--- config.mk ---
export PLATFORM = sky130hd
export DESIGN_NAME = nibble_packer
export DESIGN_NICKNAME = d
export VERILOG_FILES = /design/src/rtl/nibble_pkg.sv /design/src/rtl/nibble_packer.sv
export SDC_FILE = /design/constraint.sdc
export NUM_CORES = 1
export LEC_CHECK = 0
export CAP_MARGIN = 25
export CORE_MARGIN = 8
export CORE_UTILIZATION = 58
export CTS_CLUSTER_DIAMETER = 80
export DETAILED_ROUTE_END_ITERATION = 8
export DONT_BUFFER_PORTS = 1
export PLACE_DENSITY_LB_ADDON = 0.3
export SLEW_MARGIN = 20
export SYNTH_ARGS = -nofsm -noshare
export SYNTH_HDL_FRONTEND = slang
export SYNTH_SLANG_ARGS = --single-unit
--- constraint.sdc ---
create_clock -name clk -period 1.6 [get_ports clk]
set_input_delay 0.08 -clock clk [delete_from_list [all_inputs] [get_ports clk]]
set_output_delay 0.08 -clock clk [all_outputs]
set_load 0.05 [all_outputs]
--- src/rtl/nibble_pkg.sv ---
// Shared types for the nibble packer: the nibble type and the packer state encoding.
package nibble_pkg;

  typedef logic [3:0] nibble_t;

  typedef enum logic [1:0] {
    S_IDLE,
    S_FILL,
    S_FULL
  } pack_state_t;

endpackage : nibble_pkg

--- src/rtl/nibble_packer.sv ---
// Gathers a stream of 4-bit nibbles into NIBBLES-wide words, least-significant
// nibble first. A nibble flagged in_last closes a partially filled word early.
// Both sides use valid/ready handshakes.
module nibble_packer
  import nibble_pkg::*;
#(
  parameter int NIBBLES = 2
) (
  input  logic                           clk,
  input  logic                           rst,
  input  logic                           in_valid,
  output logic                           in_ready,
  input  nibble_t                        in_data,
  input  logic                           in_last,
  output logic                           out_valid,
  input  logic                           out_ready,
  output logic [4*NIBBLES-1:0]           out_data,
  output logic [$clog2(NIBBLES+1)-1:0]   out_count,
  output logic                           out_last
);

  localparam int IW = $clog2(NIBBLES);
  localparam int CW = $clog2(NIBBLES + 1);

  typedef logic [4*NIBBLES-1:0] word_t;

  pack_state_t     state_q, state_d;
  logic [IW-1:0]   idx_q, idx_d;
  word_t           asm_q, asm_d;
  logic            out_valid_q, out_valid_d;
  word_t           out_data_q, out_data_d;
  logic [CW-1:0]   out_count_q, out_count_d;
  logic            out_last_q, out_last_d;

  logic            accept;
  logic            transfer;
  logic            word_done;
  word_t           asm_with_nib;

  // A held word blocks input unless the consumer drains it in the same cycle.
  assign in_ready  = (state_q != S_FULL) || out_ready;

  assign accept    = in_valid && in_ready;
  assign transfer  = out_valid_q && out_ready;
  assign word_done = (idx_q == IW'(NIBBLES - 1)) || in_last;

  // Unfilled slots of the assembly register are always zero, so OR-ing the
  // shifted nibble in is enough to place it.
  assign asm_with_nib = asm_q | (word_t'(in_data) << (4 * idx_q));

  // Next-state logic: transfer retires the held word, then an accept either
  // extends the word being built or completes it into the output register.
  always_comb begin
    state_d     = state_q;
    idx_d       = idx_q;
    asm_d       = asm_q;
    out_valid_d = out_valid_q;
    out_data_d  = out_data_q;
    out_count_d = out_count_q;
    out_last_d  = out_last_q;

    if (transfer) begin
      out_valid_d = 1'b0;
      state_d     = S_IDLE;
    end

    if (accept) begin
      if (word_done) begin
        out_data_d  = asm_with_nib;
        out_count_d = CW'(idx_q) + CW'(1);
        out_last_d  = in_last;
        out_valid_d = 1'b1;
        idx_d       = '0;
        asm_d       = '0;
        state_d     = S_FULL;
      end else begin
        idx_d       = idx_q + IW'(1);
        asm_d       = asm_with_nib;
        state_d     = S_FILL;
      end
    end
  end

  // State and datapath registers; reset discards any partial or pending word.
  always_ff @(posedge clk) begin
    if (rst) begin
      state_q     <= S_IDLE;
      idx_q       <= '0;
      asm_q       <= '0;
      out_valid_q <= 1'b0;
      out_data_q  <= '0;
      out_count_q <= '0;
      out_last_q  <= 1'b0;
    end else begin
      state_q     <= state_d;
      idx_q       <= idx_d;
      asm_q       <= asm_d;
      out_valid_q <= out_valid_d;
      out_data_q  <= out_data_d;
      out_count_q <= out_count_d;
      out_last_q  <= out_last_d;
    end
  end

  assign out_valid = out_valid_q;
  assign out_data  = out_data_q;
  assign out_count = out_count_q;
  assign out_last  = out_last_q;

endmodule : nibble_packer

**Word level (Yosys, flattened, before mapping)**

Cells that the tools add are included.

- Add/subtract/negate cells: 2
- Equal/unequal tests: 1
- Shift-type cells: 1
- Muxes and demuxes: 8
- Bitwise gates (word level): 1
- Reductions and logical operators: 6

Operators by type and width:

| kind | number |
|---|---|
| $mux 8 | 1 |
| $or 8x8->8 | 1 |
| $shl 4x3->8 | 1 |
| $mux 2 | 3 |
| $mux 1 | 4 |
| $add 1x1->2 const B | 1 |
| $logic_and 1x1->1 | 2 |
| $logic_or 1x1->1 | 2 |
| $ne 2x2->1 const B | 1 |
| $reduce_and 2->1 | 1 |
| $reduce_bool 2->1 | 1 |
| $add 1x1->1 const B | 1 |

- Register bits after elaboration: 23
- Bits of input ports: 9
- Output and inout bits: 13
- Word-level logic and storage cells: 26

**Logic depth before layout (Yosys ltp)**

Gate-level depths: netlist (run 1).

- Depth after elaboration: 4
- Depth in mapped cells: 5
- Mapped depth without buffers: 4

**Least setup slack after synthesis (run 1)**

Ideal clock, no wire load.

- Path type: flip-flop to flip-flop
- From: reg state_q[0]
- To: reg state_q[0]
- Library setup time: 119 ps
- Data arrival time: 1168 ps
- Required time: 1481 ps
- Path slack: 313 ps
- Stages on the path, launching flop included: 6
- Path buffers: 1
- Clock period less this slack: 1287 ps
- Path through: dfxtp_1 nor3b_4 inv_4 buf_6 a22oi_1 nor3_2

- Cells in the longest elaborated chain, start to end: 4
- Elaborated cells on any way between the ends: 5
- Those cells by class: eq/ne: 1; mux: 1; reduce/logical: 3

Ends and longest elaborated chain:

| item | RTL line | source |
|---|---|---|
| start, declared | nibble_packer.sv:27 | `pack_state_t state_q, state_d;` |
| start signal, assigned | nibble_packer.sv:95 | `state_q <= state_d;` |
| $ne 2x2->1 * | nibble_packer.sv:41 | `assign in_ready = (state_q != S_FULL) \|\| out_ready;` |
| $logic_or 1x1->1 * | nibble_packer.sv:41 |  |
| via in_ready | nibble_packer.sv:12 | `output logic in_ready,` |
| $logic_and 1x1->1 * | nibble_packer.sv:43 | `assign accept = in_valid && in_ready;` |
| $mux 2 / $reduce_bool 2->1 (equally long branches) | n/a |  |

Mark *: on every way through the listed nets, which the timed path passes. The rest lies on a longest branch.
A chain may end at the register's enable or synchronous reset.

**Worst setup path in the final report (run 1)**

- From: reg state_q[1]
- To: reg out_last_q (netlist: out_last)

- Cells in the longest elaborated chain, start to end: 4

Ends and longest elaborated chain:

| item | RTL line | source |
|---|---|---|
| $ne 2x2->1 | nibble_packer.sv:41 |  |
| $logic_or 1x1->1 | nibble_packer.sv:41 |  |
| via in_ready | nibble_packer.sv:12 |  |
| $logic_and 1x1->1 | nibble_packer.sv:43 |  |
| $reduce_and 2->1 (no source line) | n/a |  |
| end signal, assigned | nibble_packer.sv:101 | `out_last_q <= out_last_d;` |
| end, declared | nibble_packer.sv:33 | `logic out_last_q, out_last_d;` |

The timed path passes the listed nets, and every way through them passes these cells.

==> run metrics, run 1 <==
status=complete, but fails checks; failing checks=hold timing; Hold Path Origin=in_valid; overall via count from detail_route=around 800; Die Y=~56 um; Tightest Hold Check Type=input pin to register; Overflow after GRT=0; TritonRoute pass-1 iters=4; Total Routed Length=roughly 2.1 mm; layout cells sized above 1=0.248; pwr/cell area=1040 nW/um^2; DRC violations left=0; post-detailed-route wirelength per cell=roughly 16 um; worst r2r src=state_q[1]; core region area=1510 um^2; Die X=approximately 56 um; Startpoint Class=register; Max Freq=0.685 GHz; filler cell count=116; n_diodes=0; hold violation count in the final report=1; FP Rows=14; Sum Neg Setup Slack=0 ps; post-synth cell types=26; GP Congestion=0.778; number of buffers created by CTS=3; final setup violation count=0; worst rel slew slack=0.472; CP Capture Type=register; flop and latch count out of synthesis=23; worst r2r dst=out_last; worst slew pin tran=around 790 ps; Initial Util=0.612; GR Util met3=0.0365; placed cell count=roughly 120; clock sink count=23; Slew Limit Fails=0; CTS tree=done; worst vdd ir=about 0.72 mV; PortBufs=0; Worst Skew=about 3 ps; RSZ-0062 raised after global routing=no; Yosys Warn Count=0; antenna violations before repair=0; max-cap check violation count=0; clock transition at the registers of the reported paths=approximately 120 ps; DP Wirelength=approximately 1.4 mm; H-tree depth=1; first-pass GRT wire length=3.34 mm; final worst path period share=0.913; busiest grt layer=met2; cell depth of the worst hold path=2; final cell count without fillers=about 130; multi-input combinational cell area=about 400 um^2; largest fanout on the critical path=18; Hold Path End=asm_q[2]; register area=460 um^2; routing usage on met2=0.196; Post-Syn Nets=around 100; largest net degree at the start of global routing=20; total track usage=0.128; worst-case reg-to-reg path depth=5; Max Root-Sink Buffers=2; met1 Usage GRT=0.156; CTS Root Cell=clkbuf_4; leak pwr=roughly 0.43 nW; Seq/Total Area, Yosys=0.499; worst endpoint required time=about 1800 ps; cells after synthesis=between 90 and 100; Layout area overhead=19.5%; Setup CP Type=register to register; vias in the first global route=a little over 700; fin crit period=approximately 1500 ps; clock latency on the worst-skew pair=just over 300 ps; Final ANT Viol Nets=0; Post-CTS Setup Bufs=0; Vias/cell=6.14; I/O pin total=22; Initial DRC Count=37; synthesized cell area=roughly 920 um^2; Critical Path AT=about 1700 ps; R2R setup slack=around 140 ps; Die Area=around 3100 um^2; Synth Area per Inst=9.71 um^2; fin nets=about 120; hold slack final=-0.817 ps
cell usage after synthesis:
library cell,count,area [um^2]
o21ai_0,2,10.0
buf_4,1,7.51
inv_1,3,11.3
clkbuf_1,1,3.75
nand2_1,3,11.3
nor2b_1,1,6.26
nor2_1,3,11.3
a211oi_2,5,62.6
dfxtp_1,23,460
a22oi_1,1,7.51
nor3_1,5,25.0
a21oi_1,20,100
a211oi_1,3,22.5
o211ai_1,1,7.51
a31oi_1,4,25.0
nand3_1,2,10.0
nor3b_4,1,18.8
buf_2,3,15.0
nor3_2,2,20.0
o211a_1,1,10.0
inv_4,1,6.26
buf_6,2,22.5
and2_1,4,25.0
o21a_1,1,7.51
nand2b_1,1,6.26
a31o_2,1,8.76
worst max-delay path by stage:
stage,start,endpoint,slack [ps],depth (start not counted)
after floorplan,state_q[0],state_q[0],310,5
after global placement,state_q[1],out_data[2],90,3
after detailed placement,state_q[1],out_data[2],40,3
after CTS,state_q[1],out_data[1],50,3
after global routing,state_q[0],asm_q[5],70,5
final,state_q[1],out_last,140,5
layer usage:
layer  share of wire  routed length (um)  vias to the layer above
met4           0.019                  41                        0
met2            0.50                1060                       30
met1            0.41                 870                      375
li1                -                   -                      383
met5               0                   0                        -
met3           0.074                 157                        4
cell type report:
type                       instances  area share
clock inverter                     1     0.00454
inverter                           4      0.0159
sequential                        23       0.418
clock buffer                       3      0.0204
timing repair buffer              21       0.159
tap                               16      0.0182
multi-input combinational         61       0.364
sequential cells by signal, summed over array words and instances (netlist names):
register   cells
state_q        2
asm_q          8
out_count      2
out_last       1
out_data       8
idx_q          1
out_valid      1
kinds of logic (layout without fill, tap and decap cells):
| logic type | count (synthesis) | count (layout) | share of synthesized area |
|---|---|---|---|
| buffers and inverters | 11 | 29 | 0.0719 |
| AOI/OAI and AO/OA | 39 | 39 | 0.284 |
| and+or+nand+nor | 22 | 22 | 0.145 |
| DFF | 23 | 23 | 0.499 |
through the flow:
step	setup slack (ps)	total power, W	hold slack, ps	area [um^2]	util
3_3_place_gp	91.0	0.000862	150	998	0.663
5_1_grt	66.9	0.00120	13.8	1100	0.732
2_1_floorplan	313	0.000826	262	922	-
4_1_cts	48.6	0.00115	2.01	1100	0.728
3_5_place_dp	35.5	0.000868	150	998	0.663
6_report	139	0.00115	-0.817	1100	0.732
placed cells by master (no fill, tap or decap), types with 4 or more instances in the layout:
cell type and instances:
a211oi_2 5, a21oi_1 20, dfxtp_1 23, nor3_1 5, buf_4 14, dlygate4sd3_1 7, and2_1 4, a31oi_1 4
timing repair:
item,in CTS,in global routing
endpoints found under the hold margin,22,0
hold buffers,7,0
gates resized for setup,0,1
endpoints found under the setup margin,0,3
power by group:
group          internal, W  switching [W]  leakage (nW)  total, W
registers         0.000607      0.0000195         0.189  0.000626
logic            0.0000873       0.000169         0.228  0.000256
clock network    0.0000936       0.000173        0.0177  0.000266
total             0.000788       0.000361         0.434   0.00115
worst max-delay path, stage by stage, from the launching register on:
cell and delay, ps:
dfxtp_1 340, nor3b_4 160, buf_4 160, inv_4 250, nand3_1 180, a31o_2 280
No activity file was read; power rests on OpenSTA's default activity.
==> run 2: changes to the inputs <==
--- a/config.mk
+++ b/config.mk
@@ -12,6 +12,7 @@
 export DETAILED_ROUTE_END_ITERATION = 8
 export DONT_BUFFER_PORTS = 1
 export PLACE_DENSITY_LB_ADDON = 0.3
+export REMOVE_ABC_BUFFERS = 1
 export SLEW_MARGIN = 20
 export SYNTH_ARGS = -nofsm -noshare
 export SYNTH_HDL_FRONTEND = slang
==> run metrics, run 2 (synthesis gave the netlist of run 1 again) <==
Slew Limit Fails=0 (unchanged); overall via count from detail_route=777 (-1.9%); met1 Usage GRT=0.126 (-0.0303); DP Worst Slack=7.37 ps (-28.1 ps); worst-case reg-to-reg path depth=4 (-1); CP Capture Type=register; Initial DRC Count=8 (-78%); core region area=1510 um^2 (unchanged); Tightest Hold Check Type=input pin to register; Critical Path AT=1720 ps (+40 ps); layout cells sized above 1=0.232 (-0.0156); H-tree depth=1 (unchanged); total track usage=0.130 (+0.00174); GP Congestion=0.712 (-8.4%); Worst Skew=1.01 ps (-1.98 ps); GR Util met3=0.0776 (+0.0411); Startpoint Class=register; busiest grt layer=met2; Critical Path Source=state_q[0]; antenna violations before repair=0 (unchanged); first-pass GRT wire length=3.33 mm (-0.21%); Final ANT Viol Nets=0 (unchanged); largest net degree at the start of global routing=20 (unchanged); worst r2r src=state_q[0]; CTS tree=done; largest fanout on the critical path=18 (unchanged); worst rel slew slack=0.455 (-0.0165); routing usage on met2=0.223 (+0.0272); commonest non-fill, non-tap cell in the layout=dfxtp_1; PortBufs=0 (unchanged); Layout area overhead=18.6%; Die Area=3120 um^2 (unchanged); Overflow after GRT=0 (unchanged); Die X=55.9 um (unchanged); PnR worst setup slack=150 ps (+10.6 ps); TritonRoute pass-1 iters=4 (unchanged); multi-input combinational cell area=402 um^2 (unchanged); register area=460 um^2 (unchanged); Die Y=55.9 um (unchanged); Initial Util=0.612 (unchanged); max-cap check violation count=0 (unchanged); pwr/cell area=1050 nW/um^2 (+0.71%); most frequent cells in the layout=23 x dfxtp_1, 20 x a21oi_1, 13 x buf_4, 7 x dlygate4sd3_1; I/O pin total=22 (unchanged); Max Freq=0.690 GHz (+0.73%); post-detailed-route wirelength per cell=16.3 um (-1.3%); RSZ-0062 raised after global routing=no; leak pwr=0.426 nW (-1.9%); hold violation count in the final report=0 (-1); final setup violation count=0 (unchanged); worst r2r dst=asm_q[6]; n_diodes=0 (unchanged); Vias/cell=6.07 (-1.1%); fin nets=122 (-0.81%); Hold Path Origin=in_data[3]; clock sink count=23 (unchanged); fin crit period=1450 ps (-10.6 ps); final worst path period share=0.906 (-0.00665); DRC violations left=0 (unchanged); critical path endpoint=asm_q[6]; Sum Neg Setup Slack=0 ps (unchanged); Max Root-Sink Buffers=2 (unchanged); FP Rows=14 (unchanged); Post-CTS Setup Bufs=0 (unchanged); vias in the first global route=782 (+8.3%); number of buffers created by CTS=3 (unchanged); worst vdd ir=0.766 mV (+6.0%); status=finished clean; clock transition at the registers of the reported paths=120 ps (about the same); CTS Root Cell=clkbuf_4; Setup CP Type=register to register; R2R setup slack=150 ps (about the same); worst endpoint required time=1870 ps (+50 ps); clock latency on the worst-skew pair=320 ps (about the same); Total Routed Length=2.08 mm (-2.1%); worst slew pin tran=814 ps (+24.6 ps); filler cell count=127 (+9.5%)
==> run 2: how the worst min path moves through the flow <==
stage | cells after the start | end | slack (ps)
after floorplan | 1 | out_data[0] | 140
after global placement | 1 | out_data[7] | 150
after detailed placement | 1 | out_data[5] | 150
after CTS | 2 | out_data[3] | 2
after global routing | 2 | out_data[3] | 6
final | 2 | out_data[3] | 1
==> run 2: worst max-delay path, stage by stage (launching register included) <==
cell,delay (ps)
dfxtp_1,350
nor3b_4,400
inv_4,220
a21oi_1,260
and2_1,160
==> run 2: metrics by stage <==
step                hold slack (ps)  instance area [um^2]  power, W  instances   util
detailed placement              150                   991  0.000866        117  0.658
CTS                            1.95                  1090   0.00115        128  0.726
finish                         1.07                  1090   0.00115        128  0.726
global route                   6.15                  1090   0.00119        128  0.726
global placement                149                   991  0.000860        117  0.658
floorplan                       145                   873  0.000806         88      -
==> run 2: power by group <==
group | leakage, nW | switching, W | internal [W] | total (W)
registers | 0.189 | 0.0000175 | 0.000607 | 0.000624
logic | 0.222 | 0.000168 | 0.0000861 | 0.000254
clock network | 0.0150 | 0.000171 | 0.0000977 | 0.000269
==> run 2: routing by layer <==
metal	up-vias	wire, um
li1	380	-
met1	369	839
met2	25	1030
met3	3	196
met4	0	22
met5	-	0
==> run 2: timing repair <==
item                       in CTS  in global routing
hold buffers                    7                  0
hold endpoints to repair       23                  0
gates resized for setup         1                  0
setup endpoints to repair       1                  0
==> run 2: cell type report <==
cell class,count,area share
Clock buffer,4,0.0240
Inverter,4,0.0160
Multi-Input combinational cell,61,0.367
Sequential cell,23,0.421
Tap cell,16,0.0183
Timing Repair Buffer,20,0.153
